<file path="src/rtl/alu_req_arbiter.sv">
// Round-robin front end for the shared ALU: two valid/ready clients, one operation in flight.
// Latency: response 3 cycles after the request handshake when the unit flag is immediate.
// Backpressure: response held in RESP until rsp_ready; both request readies stay low while busy.
module alu_req_arbiter #(
    parameter int In_Data_Width = 8,
    parameter int Out_Width     = 2 * In_Data_Width,
    parameter int Timeout       = 4
) (
    input  logic                     clk,
    input  logic                     rst,
    input  logic                     req0_valid,
    output logic                     req0_ready,
    input  logic [In_Data_Width-1:0] req0_a,
    input  logic [In_Data_Width-1:0] req0_b,
    input  logic [3:0]               req0_func,
    input  logic                     req1_valid,
    output logic                     req1_ready,
    input  logic [In_Data_Width-1:0] req1_a,
    input  logic [In_Data_Width-1:0] req1_b,
    input  logic [3:0]               req1_func,
    output logic [In_Data_Width-1:0] alu_a,
    output logic [In_Data_Width-1:0] alu_b,
    output logic [3:0]               alu_func,
    input  logic [Out_Width-1:0]     alu_arith_out,
    input  logic [In_Data_Width-1:0] alu_logic_out,
    input  logic [In_Data_Width-1:0] alu_shift_out,
    input  logic [1:0]               alu_cmp_out,
    input  logic                     alu_arith_flag,
    input  logic                     alu_logic_flag,
    input  logic                     alu_cmp_flag,
    input  logic                     alu_shift_flag,
    output logic                     rsp_valid,
    input  logic                     rsp_ready,
    output logic                     rsp_id,
    output logic [Out_Width-1:0]     rsp_data,
    output logic                     rsp_err,
    output logic                     busy
);
    typedef enum logic [1:0] {IDLE, ISSUE, WAIT, RESP} state_t;

    localparam int                   Cnt_Width = $clog2(Timeout + 1);
    localparam logic [Cnt_Width-1:0] Cnt_Max   = Cnt_Width'(Timeout);

    state_t               state;
    logic                 last_id;
    logic                 cur_id;
    logic                 grant;
    logic                 hs;
    logic                 sel_flag;
    logic [Cnt_Width-1:0] wait_cnt;
    logic [Out_Width-1:0] merged;

    // A lone requester wins outright; a tie goes to the one not served last.
    always_comb begin
        if (req0_valid && !req1_valid) begin
            grant = 1'b0;
        end else if (req1_valid && !req0_valid) begin
            grant = 1'b1;
        end else begin
            grant = ~last_id;
        end
    end

    assign req0_ready = rst && (state == IDLE) && !grant;
    assign req1_ready = rst && (state == IDLE) && grant;
    assign hs         = (req0_valid && req0_ready) || (req1_valid && req1_ready);
    assign busy       = (state != IDLE);

    always_comb begin
        sel_flag = 1'b0;
        merged   = '0;
        case (alu_func[3:2])
            2'b00: begin
                sel_flag = alu_arith_flag;
                merged   = alu_arith_out;
            end
            2'b01: begin
                sel_flag                      = alu_logic_flag;
                merged[In_Data_Width-1:0]     = alu_logic_out;
            end
            2'b10: begin
                sel_flag    = alu_cmp_flag;
                merged[1:0] = alu_cmp_out;
            end
            default: begin
                sel_flag                      = alu_shift_flag;
                merged[In_Data_Width-1:0]     = alu_shift_out;
            end
        endcase
    end

    always_ff @(posedge clk or negedge rst) begin
        if (!rst) begin
            state     <= IDLE;
            last_id   <= 1'b1;
            cur_id    <= 1'b0;
            wait_cnt  <= '0;
            alu_a     <= '0;
            alu_b     <= '0;
            alu_func  <= '0;
            rsp_valid <= 1'b0;
            rsp_id    <= 1'b0;
            rsp_data  <= '0;
            rsp_err   <= 1'b0;
        end else begin
            case (state)
                IDLE: begin
                    if (hs) begin
                        cur_id   <= grant;
                        last_id  <= grant;
                        alu_a    <= grant ? req1_a : req0_a;
                        alu_b    <= grant ? req1_b : req0_b;
                        alu_func <= grant ? req1_func : req0_func;
                        state    <= ISSUE;
                    end
                end
                ISSUE: begin
                    wait_cnt <= '0;
                    state    <= WAIT;
                end
                WAIT: begin
                    // A flag arriving on the last allowed cycle still beats the timeout.
                    if (sel_flag) begin
                        rsp_data  <= merged;
                        rsp_err   <= 1'b0;
                        rsp_id    <= cur_id;
                        rsp_valid <= 1'b1;
                        state     <= RESP;
                    end else if (wait_cnt == Cnt_Max) begin
                        rsp_data  <= '0;
                        rsp_err   <= 1'b1;
                        rsp_id    <= cur_id;
                        rsp_valid <= 1'b1;
                        state     <= RESP;
                    end else begin
                        wait_cnt <= wait_cnt + 1'b1;
                    end
                end
                RESP: begin
                    if (rsp_ready) begin
                        rsp_valid <= 1'b0;
                        state     <= IDLE;
                    end
                end
                default: state <= IDLE;
            endcase
        end
    end
endmodule

</file>
<file path="config.mk">
export PLATFORM = sky130hd
export DESIGN_NAME = alu_req_arbiter
export DESIGN_NICKNAME = d
export VERILOG_FILES = /design/src/rtl/alu_req_arbiter.sv
export SDC_FILE = /design/constraint.sdc
export NUM_CORES = 1
export LEC_CHECK = 0
export ABC_CLOCK_PERIOD_IN_PS = 1950
export BUFFER_PORTS_ARGS = -buffer_cell sky130_fd_sc_hd__buf_2
export CAP_MARGIN = 20
export CORE_UTILIZATION = 40
export DETAILED_ROUTE_END_ITERATION = 8
export GPL_TIMING_DRIVEN = 1
export PLACE_DENSITY = 0.74
export SLEW_MARGIN = 20
export SYNTH_ARGS = -nofsm -noshare
export SYNTH_HDL_FRONTEND = slang
export SYNTH_SLANG_ARGS = --single-unit
export TNS_END_PERCENT = 50
</file>
<file path="constraint.sdc">
create_clock -name clk -period 1.95 [get_ports clk]
set_input_delay 0.2925 -clock clk [delete_from_list [all_inputs] [get_ports clk]]
set_output_delay 0.2925 -clock clk [all_outputs]
set_load 0.05 [all_outputs]
</file>
# After elaboration in Yosys (flattened, before gate mapping)
# Index checks and enable logic that the tools add are counted.
classes:
  add_sub_neg: 1
  multipliers: 0
  n_div: 0
  n_lt_le_gt_ge: 0
  eq_ne: 11
  n_shift: 0
  muxes: 26
  n_bitwise: 1
  reduce_logical: 22
ops:
  columns: ["operator", "count"]
  rows:
  - ["$mux W16", 2]
  - ["$mux W8", 3]
  - ["$pmux W6 S3", 1]
  - ["$reduce_and A3 Y1", 3]
  - ["$mux W1", 8]
  - ["$mux W2", 4]
  - ["$ne A2 B2 Y1 const B", 4]
  - ["$pmux W2 S4", 1]
  - ["$reduce_bool A2 Y1", 4]
  - ["$logic_and A1 B1 Y1", 7]
  - ["$eq A2 B2 Y1 const B", 3]
  - ["$mux W3", 2]
  - ["$pmux W2 S3", 1]
  - ["$pmux W3 S2", 1]
  - ["$eq A2 B1 Y1 const B", 2]
  - ["$logic_not A2 Y1", 2]
  - ["$mux W4", 1]
  - ["$reduce_and A2 Y1", 2]
  - ["$add A3 B1 Y3 const B", 1]
  - ["$eq A3 B3 Y1 const B", 1]
  - ["$logic_not A1 Y1", 3]
  - ["$ne A3 B3 Y1 const B", 1]
  - ["$pmux W1 S3", 1]
  - ["$pmux W1 S2", 1]
  - ["other kinds (2)", 2]
word_totals:
  reg_bits: 46
  latchBits: 0
  ramBits: 0
  mem_bits_ro: 0
  inputBits: 83
  out_inout_bits: 42
  elab_cells: 72
  mem_count: 0

# Depth between registers and ports, before layout
# Gate-level depths: netlist of run 1.
depth:
  depth_word: 10
  depth_mapped: 7

# Worst setup path after synthesis of run 1
# Ideal clock, no wire load.
synth_path:
  kind: "flip-flop to flip-flop"
  start: "register alu_func[2]"
  end: "register rsp_id"
  setup_time_ns: 0.125
  arrival_ns: 2.031
  required_ns: 1.825
  slack_ns: -0.206
  stages_incl_launch_ff: 5
  n_path_buf: 1
  synth_period_minus_slack_ns: 2.156
  cell_sequence: "dfrtp_1 > buf_6 > mux4_2 > o21ai_4 > mux2_2"
synth_via:
  elab_chain_len: 4
synth_rtl:
  columns: ["item", "line_no", "text"]
  rows:
  - ["start: declaration", "23", "output logic [3:0] alu_func,"]
  - ["start signal: assignment", "113", "alu_func <= grant ? req1_func : req0_func;"]
  - ["$eq A2 B2 Y1, or another cell as far along", "72", "case (alu_func[3:2])"]
  - ["$pmux W1 S3 *", "72", null]
  - ["$reduce_bool A2 Y1 (no line)", null, null]
  - ["$reduce_and A2 Y1 (no line)", null, null]
  - ["end signal: assignment", "126", "rsp_id <= cur_id;"]
  - ["end signal: assignment", "132", "rsp_id <= cur_id;"]
  - ["end: declaration", "34", "output logic rsp_id,"]
# Mark *: on every way between the ends. The rest lies on a longest branch, timed or not.
# A chain may end at the register's enable or synchronous reset.

# Final worst setup path of run 1
layout_path:
  start: "register state[0]"
  end: "output port req0_ready"
layout_via:
  elab_chain_len: 3
layout_rtl:
  columns: ["item", "line_no", "text"]
  rows:
  - ["start: declaration", "44", "state_t state;"]
  - ["start signal: assignment", "94", "state <= IDLE;"]
  - ["start signal: assignment", "114", "state <= ISSUE;"]
  - ["start signal: assignment", "119", "state <= WAIT;"]
  - ["$logic_not A2 Y1", "64", "assign req0_ready = rst && (state == IDLE) && !grant;"]
  - ["$logic_and A1 B1 Y1 (2 in series)", "64", null]
  - ["end: declaration", "12", "output logic req0_ready,"]
# No other way between the ends.

==> results.sh, run 1 <==
export IMPL_netlist_cell_type_count=41
export IMPL_setup_viol=0
export IMPL_final_antenna_net_count=0
export IMPL_synth_nets=298
export IMPL_powerDensity_nw_per_um2=1800
export IMPL_seqPwrFrac_pct=28.7
export IMPL_hold_slack_ns=0.216
export IMPL_rsz0062_at_grt="false"
export IMPL_globalplace_congestion=0.772
export IMPL_ir_worst_vdd_uv=891
export IMPL_synth_ff_type="dfrtp_1"
export IMPL_num_vias=2102
export IMPL_cts_buffers=5
export IMPL_drt_wirelength_per_cell_um=14.2
export IMPL_worstPathCellList="inv_1 -> ha_2 -> and3_1 -> buf_2"
export IMPL_maxSlewViolCount=0
export IMPL_avgViaCountPerCell=5.09
export IMPL_clkTransAtPathRegs_ns=0.09
export IMPL_ys_ff_latch=46
export IMPL_p_sw_w=0.00289
export IMPL_p_int_w=0.00287
export IMPL_slowest_stage="dfrtp_1"
export IMPL_timing_slew_headroom_pct=74.7
export IMPL_synth_edff_count=0
export IMPL_cp_arrival_ns=1.55
export IMPL_gr_total_overflow=0
export IMPL_async_reset_ff_share_pct=100
export IMPL_htree_levels=2
export IMPL_root_buffer="clkbuf_8"
export IMPL_power_total_w=0.00575
export IMPL_status="completed"
export IMPL_layout_min_cycle_time_ns=1.84
export IMPL_drive_gt1_share_pct=49.0
export IMPL_die_h_um=78.3
export IMPL_drc_errors=0
export IMPL_dp_slack_ns=0.220
export IMPL_first_global_vias=2040
export IMPL_syn_area_um2=2330
export IMPL_grt_max_degree=27
export IMPL_finalCritPeriodShare_pct=94.6
export IMPL_die_width_um=78.3
export IMPL_io_buffers=124
export IMPL_hold_class="in -> reg"
export IMPL_area_growth_synth_to_final_pct=37.6
export IMPL_cp_required_ns=1.66
export IMPL_worst_slew_pin_slew_ns=0.380
export IMPL_drtIter0Drc=35
export IMPL_comb_power_share_pct=59.2
export IMPL_diodes=0
export IMPL_switching_share_pct=50.1
export IMPL_cts_setup_buffers=0
export IMPL_start_util_pct=42.0
export IMPL_fin_nets=430
export IMPL_rows=27
export IMPL_clkPwrFrac_pct=12.1
export IMPL_core_area_um2=5540
export IMPL_clk_latency_ns=0.30
export IMPL_leakage_nw=1.72
export IMPL_endpoint_kind="output pin"
export IMPL_seq_area_frac_synth_pct=49.5
export IMPL_setup_ws_ns=0.106
export IMPL_grt_pass1_wl_um=9520
export IMPL_io_pins=125
export IMPL_dp_hpwl_um=4640
export IMPL_post_route_cell_area_um2=3200
export IMPL_firstDrtPassIters=4
export IMPL_path_class="reg -> out"
export IMPL_dpl_cell_area_um2=3070
export IMPL_drv_cap=0
export IMPL_timing_clock_skew_ns=0.00828
export IMPL_max_clock_path_buffers=2
export IMPL_track_usage_pct=19.8
export IMPL_timing_fmax_mhz=542
export IMPL_syn_inst=208
export IMPL_hold_violations=0
export IMPL_drt_wl_total_um=5860
export IMPL_yosysWarnings=0
export IMPL_tritoncts="yes"
export IMPL_cts_sinks=46
export IMPL_fp_dieArea_um2=6120
export IMPL_syn_avg_cell_area_um2=11.2
export IMPL_antenna_found_initial=0
export IMPL_slowest_delay_ns=0.43
export IMPL_cp_max_fo=6
export IMPL_startpoint_type="flip-flop"
## path summary, 6_finish.rpt
path / slack [ns] / to / startpoint / depth (start not counted)
min reg2reg: 0.48 / rsp_data[5] / rsp_data[5] / 2
max in group asynchronous: 1.06 / last_id / rst / 3
min in group asynchronous: 0.40 / alu_a[3] / rst / 2
max: 0.11 / req0_ready / state[0] / 4
min: 0.22 / rsp_data[5] / alu_arith_out[5] / 3
max reg2reg: 0.21 / rsp_data[8] / alu_func[2] / 4
## per-stage QoR
step | util [%] | TNS [ns] | cells
finish | 57.8 | 0 | 413
detailed placement | 55.5 | 0 | 404
global placement | 55.5 | 0 | 404
floorplan | - | -0.0132 | 208
global route | 57.8 | 0 | 413
CTS | 57.6 | 0 | 413
## synth_stat cells, types with 2 or more instances
library cell	instances	area [um2]
and3_1	2	12.5
dfrtp_1	45	1130
nand2_1	25	93.8
o21ai_0	27	135
mux2_2	2	22.5
a22o_2	8	80.1
nand3_1	5	25.0
clkbuf_1	7	26.3
inv_1	6	22.5
buf_6	3	33.8
buf_2	3	15.0
ha_1	7	87.6
mux2i_1	25	250
nor2_1	5	18.8
a22o_1	7	61.3
and2_1	2	12.5
mux4_2	2	45.0
a21oi_1	4	20.0
## logic make-up after synthesis
logic type	after synthesis	share of synthesized area [%]
and+or+nand+nor	45	9.20
adders and majority gates	7	3.77
muxes	31	15.4
buffers and inverters	20	4.36
AOI/OAI and AO/OA	59	17.7
DFF	46	49.5
## power groups by stage
stage | clock (W) | sequential (W) | combinational (W)
after global routing | 0.000757 | 0.00172 | 0.00363
after detailed placement | 0 | 0.00166 | 0.00342
after floorplan | 0 | 0.00288 | 0.00135
after global placement | 0 | 0.00166 | 0.00333
final | 0.000697 | 0.00165 | 0.00341
after CTS | 0.000721 | 0.00165 | 0.00342
## per-layer routing
layer / global-route usage (%) / share of wire [%] / up-vias
met5: 0 / 0 / -
met4: 4.44 / 0.85 / 0
met3: 5.23 / 7.7 / 6
met2: 34.8 / 47 / 102
met1: 24.3 / 45 / 984
li1: - / - / 1010
## sequential cells by signal, summed over array words and instances (netlist names)
signal and flops:
wait_cnt 3, rsp_data 16, cur_id 1, alu_a 8, alu_func 4, rsp_valid 1
state 2, rsp_err 1, rsp_id 1, alu_b 8, last_id 1
## timing repair
| item | in CTS | in global routing |
|---|---|---|
| gates resized for setup | 0 | 3 |
| hold endpoints to repair | 5 | 0 |
| hold buffers | 1 | 0 |
| endpoints found under the setup margin | 0 | 3 |
## worst max-delay path, delay by kind of cell, from the launching register on
| kind | cells | cell delay [ns] |
|---|---|---|
| adder cells (fa/ha/maj) | 1 | 0.25 |
| buffers and inverters | 2 | 0.40 |
| flip-flops | 1 | 0.43 |
| AND/OR/NAND/NOR | 1 | 0.16 |
## cell type report
class / instances / area, um2
Clock inverter: 2 / 37.5
Timing Repair Buffer: 139 / 741
Inverter: 6 / 22.5
Sequential cell: 46 / 1150
Tap cell: 72 / 90.1
Fill cell: 520 / 2340
Clock buffer: 6 / 72.6
Multi-Input combinational cell: 142 / 1080
## cell usage in the layout (no fill, tap or decap), drive strengths merged, types with 2 or more instances in the layout
cell and n:
a21boi 2, a21oi 4, a22o 15, and2 2, and3 2, buf 136
clkbuf 8, dfrtp 45, ha 7, inv 6, mux2 3, mux2i 25
mux4 3, nand2 25, nand3 5, nor2 6, o21ai 30
No activity file was read; power rests on OpenSTA's default activity.
==> run 2: changes to the inputs <==
Settings changed: ABC_CLOCK_PERIOD_IN_PS 1950 to 2300.
Clock period 1.95 ns to 2.3 ns, I/O delays scaled along.
==> run 2 against run 1 <==
Sequential share of layout area grew 0.74 points. Highest routed layer unchanged. Register-to-register slack improved by 0.34 ns. Largest cell class unchanged. Via count shrank 2.9%.
==> results.sh, run 2 (synthesis results as in run 1) <==
export IMPL_maxSlewViolCount=0
export IMPL_core_area_um2=5540
export IMPL_diodes=0
export IMPL_drc_errors=0
export IMPL_timing_fmax_mhz=504
export IMPL_hold_class="in -> reg"
export IMPL_ir_worst_vdd_uv=755
export IMPL_die_h_um=78.3
export IMPL_globalplace_congestion=0.762
export IMPL_final_antenna_net_count=0
export IMPL_drt_wirelength_per_cell_um=13.6
export IMPL_drt_wl_total_um=5560
export IMPL_final_common_cell="buf_2"
export IMPL_powerDensity_nw_per_um2=1500
export IMPL_dp_hpwl_um=4390
export IMPL_path_class="in -> reg"
export IMPL_start_util_pct=42.0
export IMPL_cp_max_fo=13
export IMPL_htree_levels=2
export IMPL_drv_cap=0
export IMPL_finalCritPeriodShare_pct=86.2
export IMPL_drive_gt1_share_pct=47.6
export IMPL_io_pins=125
export IMPL_fin_nets=425
export IMPL_cts_resized=0
export IMPL_gr_total_overflow=0
export IMPL_hold_violations=0
export IMPL_setup_viol=0
export IMPL_antenna_found_initial=0
export IMPL_fp_dieArea_um2=6120
export IMPL_clkTransAtPathRegs_ns=0.09
export IMPL_hold_slack_ns=0.258
export IMPL_hp_start="alu_arith_out[14]"
export IMPL_layout_min_cycle_time_ns=1.98
export IMPL_cp_arrival_ns=2.17
export IMPL_drtIter0Drc=50
export IMPL_cp_required_ns=2.49
export IMPL_cts_buffers=5
export IMPL_worst_slew_pin_slew_ns=0.497
export IMPL_avgViaCountPerCell=5.00
export IMPL_cts_sinks=46
export IMPL_rows=27
export IMPL_grt_pass1_wl_um=8770
export IMPL_reg_top3="rsp_data x16, alu_a x8, alu_b x8"
export IMPL_clk_latency_ns=0.30
export IMPL_regMostFlops="rsp_data"
export IMPL_timing_slew_headroom_pct=66.9
export IMPL_track_usage_pct=18.8
export IMPL_largest_reg_flops=16
export IMPL_area_growth_synth_to_final_pct=34.5
export IMPL_first_global_vias=1878
export IMPL_leakage_nw=1.69
export IMPL_num_vias=2042
export IMPL_firstDrtPassIters=4
export IMPL_timing_clock_skew_ns=0.00628
export IMPL_setup_tns_final_ns=0
export IMPL_tritoncts="yes"
export IMPL_io_buffers=124
export IMPL_r2r_start="state[0]"
export IMPL_die_width_um=78.3
export IMPL_rsz0062_at_grt="false"
export IMPL_status="completed"
export IMPL_grt_max_degree=40
export IMPL_startpoint_type="primary input"
export IMPL_crit_path_start="rst"
export IMPL_endpoint_kind="flip-flop"
export IMPL_final_cell_mix="buf_2, dfrtp_1, o21ai_0"
export IMPL_root_buffer="clkbuf_8"
export IMPL_max_clock_path_buffers=2
-- run 2: repair_timing --
item                      CTS  global route
hold buffers                1             0
hold endpoints to repair    6             0
setup buffers               0             0
-- run 2: layout make-up --
type                            instances  area (um2)
Multi-Input combinational cell        142        1080
Sequential cell                        46        1150
Fill cell                             502        2410
Clock buffer                            5        68.8
Tap cell                               72        90.1
Inverter                                6        22.5
Clock inverter                          3        21.3
Timing Repair Buffer                  134         698
-- run 2: worst paths after layout --
kind                       depth (start not counted)           end  slack (ns)
setup / recovery                                   6      state[1]        0.32
hold / removal                                     2  rsp_data[14]        0.26
setup reg to reg                                   5  rsp_data[11]        0.55
hold reg to reg                                    2      alu_b[5]        0.48
max in group asynchronous                          3      alu_b[3]        1.06
min in group asynchronous                          2      alu_a[0]        0.47
-- run 2: metrics by stage --
stage | cell area, um2 | util, % | power (W) | setup slack, ns | std cells
after floorplan | 2330 | - | 0.00357 | 0.144 | 208
after global placement | 3030 | 54.7 | 0.00418 | 0.567 | 399
after detailed placement | 3030 | 54.7 | 0.00425 | 0.523 | 399
after CTS | 3130 | 56.5 | 0.00476 | 0.296 | 408
after global routing | 3130 | 56.5 | 0.00500 | 0.196 | 408
final | 3130 | 56.5 | 0.00470 | 0.317 | 408
-- run 2: worst max-delay path, stage by stage --
cell and delay [ns]:
dlygate4sd3_1 0.54, buf_2 0.27, o21ai_0 0.18, a21oi_1 0.23
a21boi_1 0.28, mux2_4 0.32
-- run 2: where the power goes --
part / switching [W] / internal [W] / leakage [nW]
sequential: 0.000213 / 0.00118 / 0.581
clock: 0.000282 / 0.000214 / 0.0441
combinational: 0.00193 / 0.000890 / 1.06
total: 0.00242 / 0.00228 / 1.69
-- run 2: routing by layer --
layer	vias to the layer above	track usage [%]	routed length, um
met5	-	0	0
met4	0	5.56	57
met3	5	5.23	474
met2	99	31.8	2640
met1	935	23.3	2390
li1	1003	-	-
